--- src/rtl/float_to_int.sv ---
// rtl/float_to_int.sv - IEEE-754 single to int32 converter, truncating, iterative shifter
//
// Converts a single-precision float to a signed 32-bit integer, rounding
// toward zero. Handshake: exec_strobe_i starts a conversion from IDLE;
// done_strobe_o pulses one cycle once z_value_o/invalid_o are valid.
//
// Optional feature macro: FLOAT_TO_INT_SATURATE_EN
//   defined   : +overflow/+Inf -> 0x7FFFFFFF, -overflow/-Inf -> 0x80000000
//   undefined : every exception -> 0x80000000
//   NaN always gives 0x80000000; invalid_o is set for every exception.
//
// Ports:
//   clk           in   clock, rising edge
//   reset_ni      in   asynchronous active-low reset
//   a_value_i     in   [31:0] float operand, sampled when a start is accepted
//   exec_strobe_i in   start request, honoured only in IDLE
//   z_value_o     out  [31:0] signed integer result (registered)
//   invalid_o     out  operand was NaN, Inf or out of int32 range
//   done_strobe_o out  one-cycle completion pulse

module float_to_int (
  input  logic        clk,
  input  logic        reset_ni,
  input  logic [31:0] a_value_i,
  input  logic        exec_strobe_i,
  output logic [31:0] z_value_o,
  output logic        invalid_o,
  output logic        done_strobe_o
);

  typedef enum logic [2:0] {
    ST_IDLE,
    ST_UNPACK,
    ST_ALIGN,
    ST_PACK,
    ST_DONE
  } state_t;

  // Result class decided in UNPACK and consumed in PACK.
  typedef enum logic [1:0] {
    RES_NUM,
    RES_ZERO,
    RES_EXC,
    RES_NAN
  } res_t;

  state_t             state, state_next;
  logic [31:0]        a_q;
  logic               s_q;
  logic signed [9:0]  e_q;
  logic [31:0]        m_q;
  res_t               res_q;

  logic [7:0]         exp_w;
  logic [22:0]        frac_w;
  res_t               res_d;
  logic               need_align;
  logic [31:0]        exc_value;

  assign exp_w  = a_q[30:23];
  assign frac_w = a_q[22:0];

  // Classification of the latched operand. Biased exponent 158 is e==31,
  // where only exactly -2^31 is representable.
  always_comb begin
    res_d      = RES_NUM;
    need_align = 1'b0;
    if (exp_w == 8'd0) begin
      res_d = RES_ZERO;
    end else if (exp_w == 8'd255) begin
      res_d = (frac_w != 23'd0) ? RES_NAN : RES_EXC;
    end else if (exp_w < 8'd127) begin
      res_d = RES_ZERO;
    end else if (exp_w > 8'd158) begin
      res_d = RES_EXC;
    end else if (exp_w == 8'd158) begin
      res_d = (a_q[31] && frac_w == 23'd0) ? RES_NUM : RES_EXC;
    end else begin
      res_d      = RES_NUM;
      need_align = 1'b1;
    end
  end

`ifdef FLOAT_TO_INT_SATURATE_EN
  assign exc_value = s_q ? 32'h8000_0000 : 32'h7FFF_FFFF;
`else
  assign exc_value = 32'h8000_0000;
`endif

  always_ff @(posedge clk or negedge reset_ni) begin
    if (!reset_ni) begin
      state <= ST_IDLE;
    end else begin
      state <= state_next;
    end
  end

  always_comb begin
    state_next = state;
    case (state)
      ST_IDLE:   if (exec_strobe_i) state_next = ST_UNPACK;
      ST_UNPACK: state_next = need_align ? ST_ALIGN : ST_PACK;
      ST_ALIGN:  if (e_q == 10'sd30) state_next = ST_PACK;
      ST_PACK:   state_next = ST_DONE;
      // done_strobe_o doubles as the DONE phase bit: low on entry, high
      // for the second cycle, after which we leave.
      ST_DONE:   if (done_strobe_o) state_next = ST_IDLE;
      default:   state_next = ST_IDLE;
    endcase
  end

  always_ff @(posedge clk or negedge reset_ni) begin
    if (!reset_ni) begin
      a_q           <= 32'd0;
      s_q           <= 1'b0;
      e_q           <= 10'sd0;
      m_q           <= 32'd0;
      res_q         <= RES_ZERO;
      z_value_o     <= 32'd0;
      invalid_o     <= 1'b0;
      done_strobe_o <= 1'b0;
    end else begin
      case (state)
        ST_IDLE: begin
          if (exec_strobe_i) a_q <= a_value_i;
        end
        ST_UNPACK: begin
          s_q   <= a_q[31];
          e_q   <= $signed({2'b00, exp_w}) - 10'sd127;
          // Hidden bit at position 31: the value sits at exponent 31.
          m_q   <= {1'b1, frac_w, 8'd0};
          res_q <= res_d;
        end
        ST_ALIGN: begin
          // Dropped bits truncate toward zero for both signs because the
          // shift acts on the magnitude.
          m_q <= m_q >> 1;
          e_q <= e_q + 10'sd1;
        end
        ST_PACK: begin
          case (res_q)
            RES_NUM:  z_value_o <= s_q ? (~m_q + 32'd1) : m_q;
            RES_ZERO: z_value_o <= 32'd0;
            RES_EXC:  z_value_o <= exc_value;
            default:  z_value_o <= 32'h8000_0000;
          endcase
          invalid_o <= (res_q == RES_EXC) || (res_q == RES_NAN);
        end
        ST_DONE: begin
          done_strobe_o <= ~done_strobe_o;
        end
        default: ;
      endcase
    end
  end

endmodule

--- config.mk ---
export PLATFORM = sky130hd
export DESIGN_NAME = float_to_int
export DESIGN_NICKNAME = d
export VERILOG_FILES = /design/src/rtl/float_to_int.sv
export SDC_FILE = /design/constraint.sdc
export NUM_CORES = 1
export LEC_CHECK = 0
export BUFFER_PORTS_ARGS = -buffer_cell sky130_fd_sc_hd__buf_4
export CAP_MARGIN = 25
export CELL_PAD_IN_SITES_DETAIL_PLACEMENT = 2
export CELL_PAD_IN_SITES_GLOBAL_PLACEMENT = 2
export CORE_UTILIZATION = 37
export DETAILED_ROUTE_END_ITERATION = 10
export PLACE_DENSITY = 0.78
export SLEW_MARGIN = 15
export SYNTH_ARGS = -nofsm -noshare
export SYNTH_HDL_FRONTEND = slang
export SYNTH_SLANG_ARGS = --single-unit
export TNS_END_PERCENT = 5
--- constraint.sdc ---
create_clock -name clk -period 3.31 [get_ports clk]
set_clock_uncertainty 0.15 [all_clocks]
set_input_delay 0.1655 -clock clk [delete_from_list [all_inputs] [get_ports clk]]
set_output_delay 0.1655 -clock clk [all_outputs]
set_load 0.03 [all_outputs]
==> impl_metrics.ini <==
[worst_setup_path]
kind_of_critical_path = reg -> reg
crit_arrival_ns = 2.92
cp_max_fanout = 11
worst-r2r-cell-count = 5
startpoint_type_of_the_worst_setup_path = register
worstPathRequired_ns = 3.46
critPathCaptureType = register

[timing]
post-route-period-util_pct = 83.6
tns_ns = 0
hold_viol_final = 0
fin_worst_hold_slack_ns = 0.0224
timing.fmax_ghz = 0.361
grt_setup_unrepaired = no
maxSlewHeadroom_pct = 37.5
postLayoutSetupSlackWorst_ns = 0.541
report.final.setup_viol = 0
period_minus_slack_ns = 2.77
slew_violations = 0
timing_worst_slew_pin_value_ns = 0.937

[placed_design]
placedCellCount = 766
dp_hpwl_microns = 11600
routabilityCongestion = 0.798
dpl_worst_slack_ns = 0.582
port_buffers = 68

[synthesis]
most_common_flop_cell_mapped_by_yosys = sky130_fd_sc_hd__dfrtp_1
synth_top_family_by_area = simple AND/OR/NAND/NOR gates
avgSynthCellArea_sq_um = 10.2
synth.mux.area_fraction_pct = 7.28
synth_common_cells = 113 x sky130_fd_sc_hd__dfrtp_1, 65 x sky130_fd_sc_hd__nand2_1, 45 x sky130_fd_sc_hd__nor2_1
synth-seq-area-share_pct = 51.9
number_of_enable_flip_flop_cells_after_synthesis = 0
ys_types = 49
synthDominantCellAreaShare_pct = 51.4
synthesis.area_sq_um = 5500
yosysMostFrequentCell = sky130_fd_sc_hd__dfrtp_1
synth-compound-area-share_pct = 13.9
synth_area_leaders = sky130_fd_sc_hd__dfrtp_1 51%, sky130_fd_sc_hd__mux2_2 6.6%, sky130_fd_sc_hd__xor2_1 4.5%, sky130_fd_sc_hd__nand2_1 4.4%, sky130_fd_sc_hd__o21ai_0 3.8%
synthCells = 539
syn-num-nets = 580
post_synth_fa_ha_maj_area_fraction_pct = 1.37
area_share_of_xor_xnor_cells_in_the_synthesized_design_pct = 5.42
ys_ff_latch = 114
synth-simple-area-share_pct = 17.0
synth.yosys.warnings = 0
async_reset_ff_share_pct = 100
area_leader_netlist = sky130_fd_sc_hd__dfrtp_1

[floorplan]
core_area_sq_um = 14500
die_width_microns = 124
die_h_microns = 124
initial_utilization_pct = 37.8
io-pin-count = 69
fp.dieArea_sq_um = 15400
placementRows = 44

[run]
maxCapViolCount = 0

[route]
drt_iter0_markers = 272
routed_wire_length_per_instance_microns = 22.5
ant_nets = 0
drt-vias-per-instance = 5.67
vias = 4703
route.final.wire_length_microns = 18700
dr.pass1.iters = 4
drc_errors = 0

[power_and_ir_drop]
leakage_uw = 0.00311
power.share.switching_pct = 43.8
comb_power_share_pct = 41.1
p_seq_share_pct = 36.2
cellInternalPower_uw = 4570
highest_ir_drop_seen_on_vdd_uv = 378
clock_power_share_pct = 22.7
overall_power_after_layout_uw = 8140
power-per-cell-area_nw_per_um2 = 1140
power.switching_uw = 3570

[hold_path]
hold_path_depth = 3
hold_path_class = in -> reg

[clock_network]
clock_slew_seen_by_the_registers_of_the_worst_setup_and_hold_paths_ns = 0.05
clock_sinks = 114
cts_made_buffers = 17
cts_max_level = 4
worst_skew_pair.late_latency_ns = 0.43
cts_tree = yes
cts_root_buffer_type = sky130_fd_sc_hd__clkbuf_16
cts_resized = 0
clock_path_buffers = 2

[grt]
grt_antenna_before_repair = 0
grt_first_pass_wirelength_microns = 29500
grt_start_max_net_pins = 64
globalRouteOverflowTotal = 0
grt.total_usage_pct = 26.3
first_global_vias = 5184

[finish]
final_net_count = 676
drive_gt1_share_pct = 23.1
area_growth_syn_to_layout_pct = 29.4
layout.cells.non_filler = 830
fillCellCount = 1454
antenna_cells_inserted = 0

[outcome]
status = complete, no violations
==> power by group through the flow <==
stage | sequential [uW] | combinational, uW | clock, uW
2_1_floorplan | 2850 | 2010 | 0
3_3_place_gp | 2870 | 3000 | 0
3_5_place_dp | 2950 | 3180 | 0
4_1_cts | 2950 | 3260 | 1840
5_1_grt | 3040 | 3660 | 1920
6_report | 2950 | 3350 | 1850
==> layer usage <==
metal	vias up	GRT usage (%)	wire (microns)
met2	120	44.0	9330
met5	-	0	0
met4	0	9.60	366
met1	2426	33.9	8160
met3	28	4.72	809
li1	2129	-	-
==> per-stage QoR <==
stage / cell area [sq um] / util, %
2_1_floorplan: 5500 / -
3_3_place_gp: 6190 / 42.6
3_5_place_dp: 6190 / 42.6
4_1_cts: 7100 / 48.9
5_1_grt: 7120 / 49.0
6_report: 7120 / 49.0
==> final timing paths <==
kind	startpoint	slack [ns]	endpoint
worst min-delay path	exec_strobe_i	0.02	state[0]
worst min register to register	z_value_o[4]	0.33	z_value_o[4]
max in group asynchronous	reset_ni	2.03	a_q[27]
worst max register to register	m_q[4]	0.54	z_value_o[30]
min in group asynchronous	reset_ni	0.19	z_value_o[10]
worst max-delay path	m_q[4]	0.54	z_value_o[30]
==> placed cells by master, fill, tap and decap left out, types with 4 or more instances in the layout <==
| cell type | n |
|---|---|
| sky130_fd_sc_hd__o21ai_0 | 42 |
| sky130_fd_sc_hd__and3_1 | 5 |
| sky130_fd_sc_hd__nor2_1 | 45 |
| sky130_fd_sc_hd__nand3b_1 | 5 |
| sky130_fd_sc_hd__mux2_2 | 32 |
| sky130_fd_sc_hd__nand2b_1 | 4 |
| sky130_fd_sc_hd__nand4_1 | 6 |
| sky130_fd_sc_hd__xnor2_1 | 6 |
| sky130_fd_sc_hd__nor3_1 | 8 |
| sky130_fd_sc_hd__a22o_1 | 7 |
| sky130_fd_sc_hd__or3_1 | 9 |
| sky130_fd_sc_hd__dfrtp_1 | 113 |
| sky130_fd_sc_hd__clkbuf_8 | 5 |
| sky130_fd_sc_hd__o41ai_1 | 10 |
| sky130_fd_sc_hd__nand3_1 | 12 |
| sky130_fd_sc_hd__xor2_1 | 28 |
| sky130_fd_sc_hd__a22oi_1 | 8 |
| sky130_fd_sc_hd__a21oi_1 | 6 |
| sky130_fd_sc_hd__nand2_1 | 65 |
| sky130_fd_sc_hd__mux2i_1 | 4 |
| sky130_fd_sc_hd__clkbuf_16 | 17 |
| sky130_fd_sc_hd__nor4_1 | 10 |
| sky130_fd_sc_hd__dlygate4sd3_1 | 33 |
| sky130_fd_sc_hd__buf_4 | 77 |
| sky130_fd_sc_hd__inv_1 | 8 |
| sky130_fd_sc_hd__ha_1 | 6 |
| sky130_fd_sc_hd__o31ai_1 | 9 |
| sky130_fd_sc_hd__o22ai_1 | 18 |
==> cells by family (layout without fill, tap and decap cells) <==
logic type	Yosys count	count (layout)
AO/OA/AOI/OAI	116	116
XOR/XNOR	34	34
adder cells (fa/ha/maj)	6	6
buffers and inverters	43	150
flip-flops	114	114
multiplexers	36	36
AND/OR/NAND/NOR	190	190
==> what timing repair did <==
action	4_1_cts	5_1_grt
endpoints found under the hold margin	82	0
hold buffers	33	0
setup buffers	0	0
==> final cells by class <==
cell class / count / area [sq um] / share of cell area, %
Timing Repair Buffer: 112 / 943 / 13.3
Clock buffer: 25 / 505 / 7.10
Multi-Input combinational cell: 382 / 2480 / 34.8
Tap cell: 184 / 230 / 3.23
Clock inverter: 5 / 75.1 / 1.05
Inverter: 8 / 30.0 / 0.422
Sequential cell: 114 / 2850 / 40.1
==> worst max-delay path: stages (launching register included) <==
cell                      delay, ns
sky130_fd_sc_hd__dfrtp_1       0.43
sky130_fd_sc_hd__or3_1         0.44
sky130_fd_sc_hd__or3_1         0.56
sky130_fd_sc_hd__or4_4         0.61
sky130_fd_sc_hd__mux2i_1       0.14
sky130_fd_sc_hd__a211o_2       0.31
==> registers in the layout (all words and copies together), names as in the netlist <==
signal	cells
z_value_o	32
m_q	32
s_q	1
invalid_o	1
res_q	2
state	3
e_q	10
a_q	32
done_strobe_o	1
No activity file was read; power rests on OpenSTA's default activity.
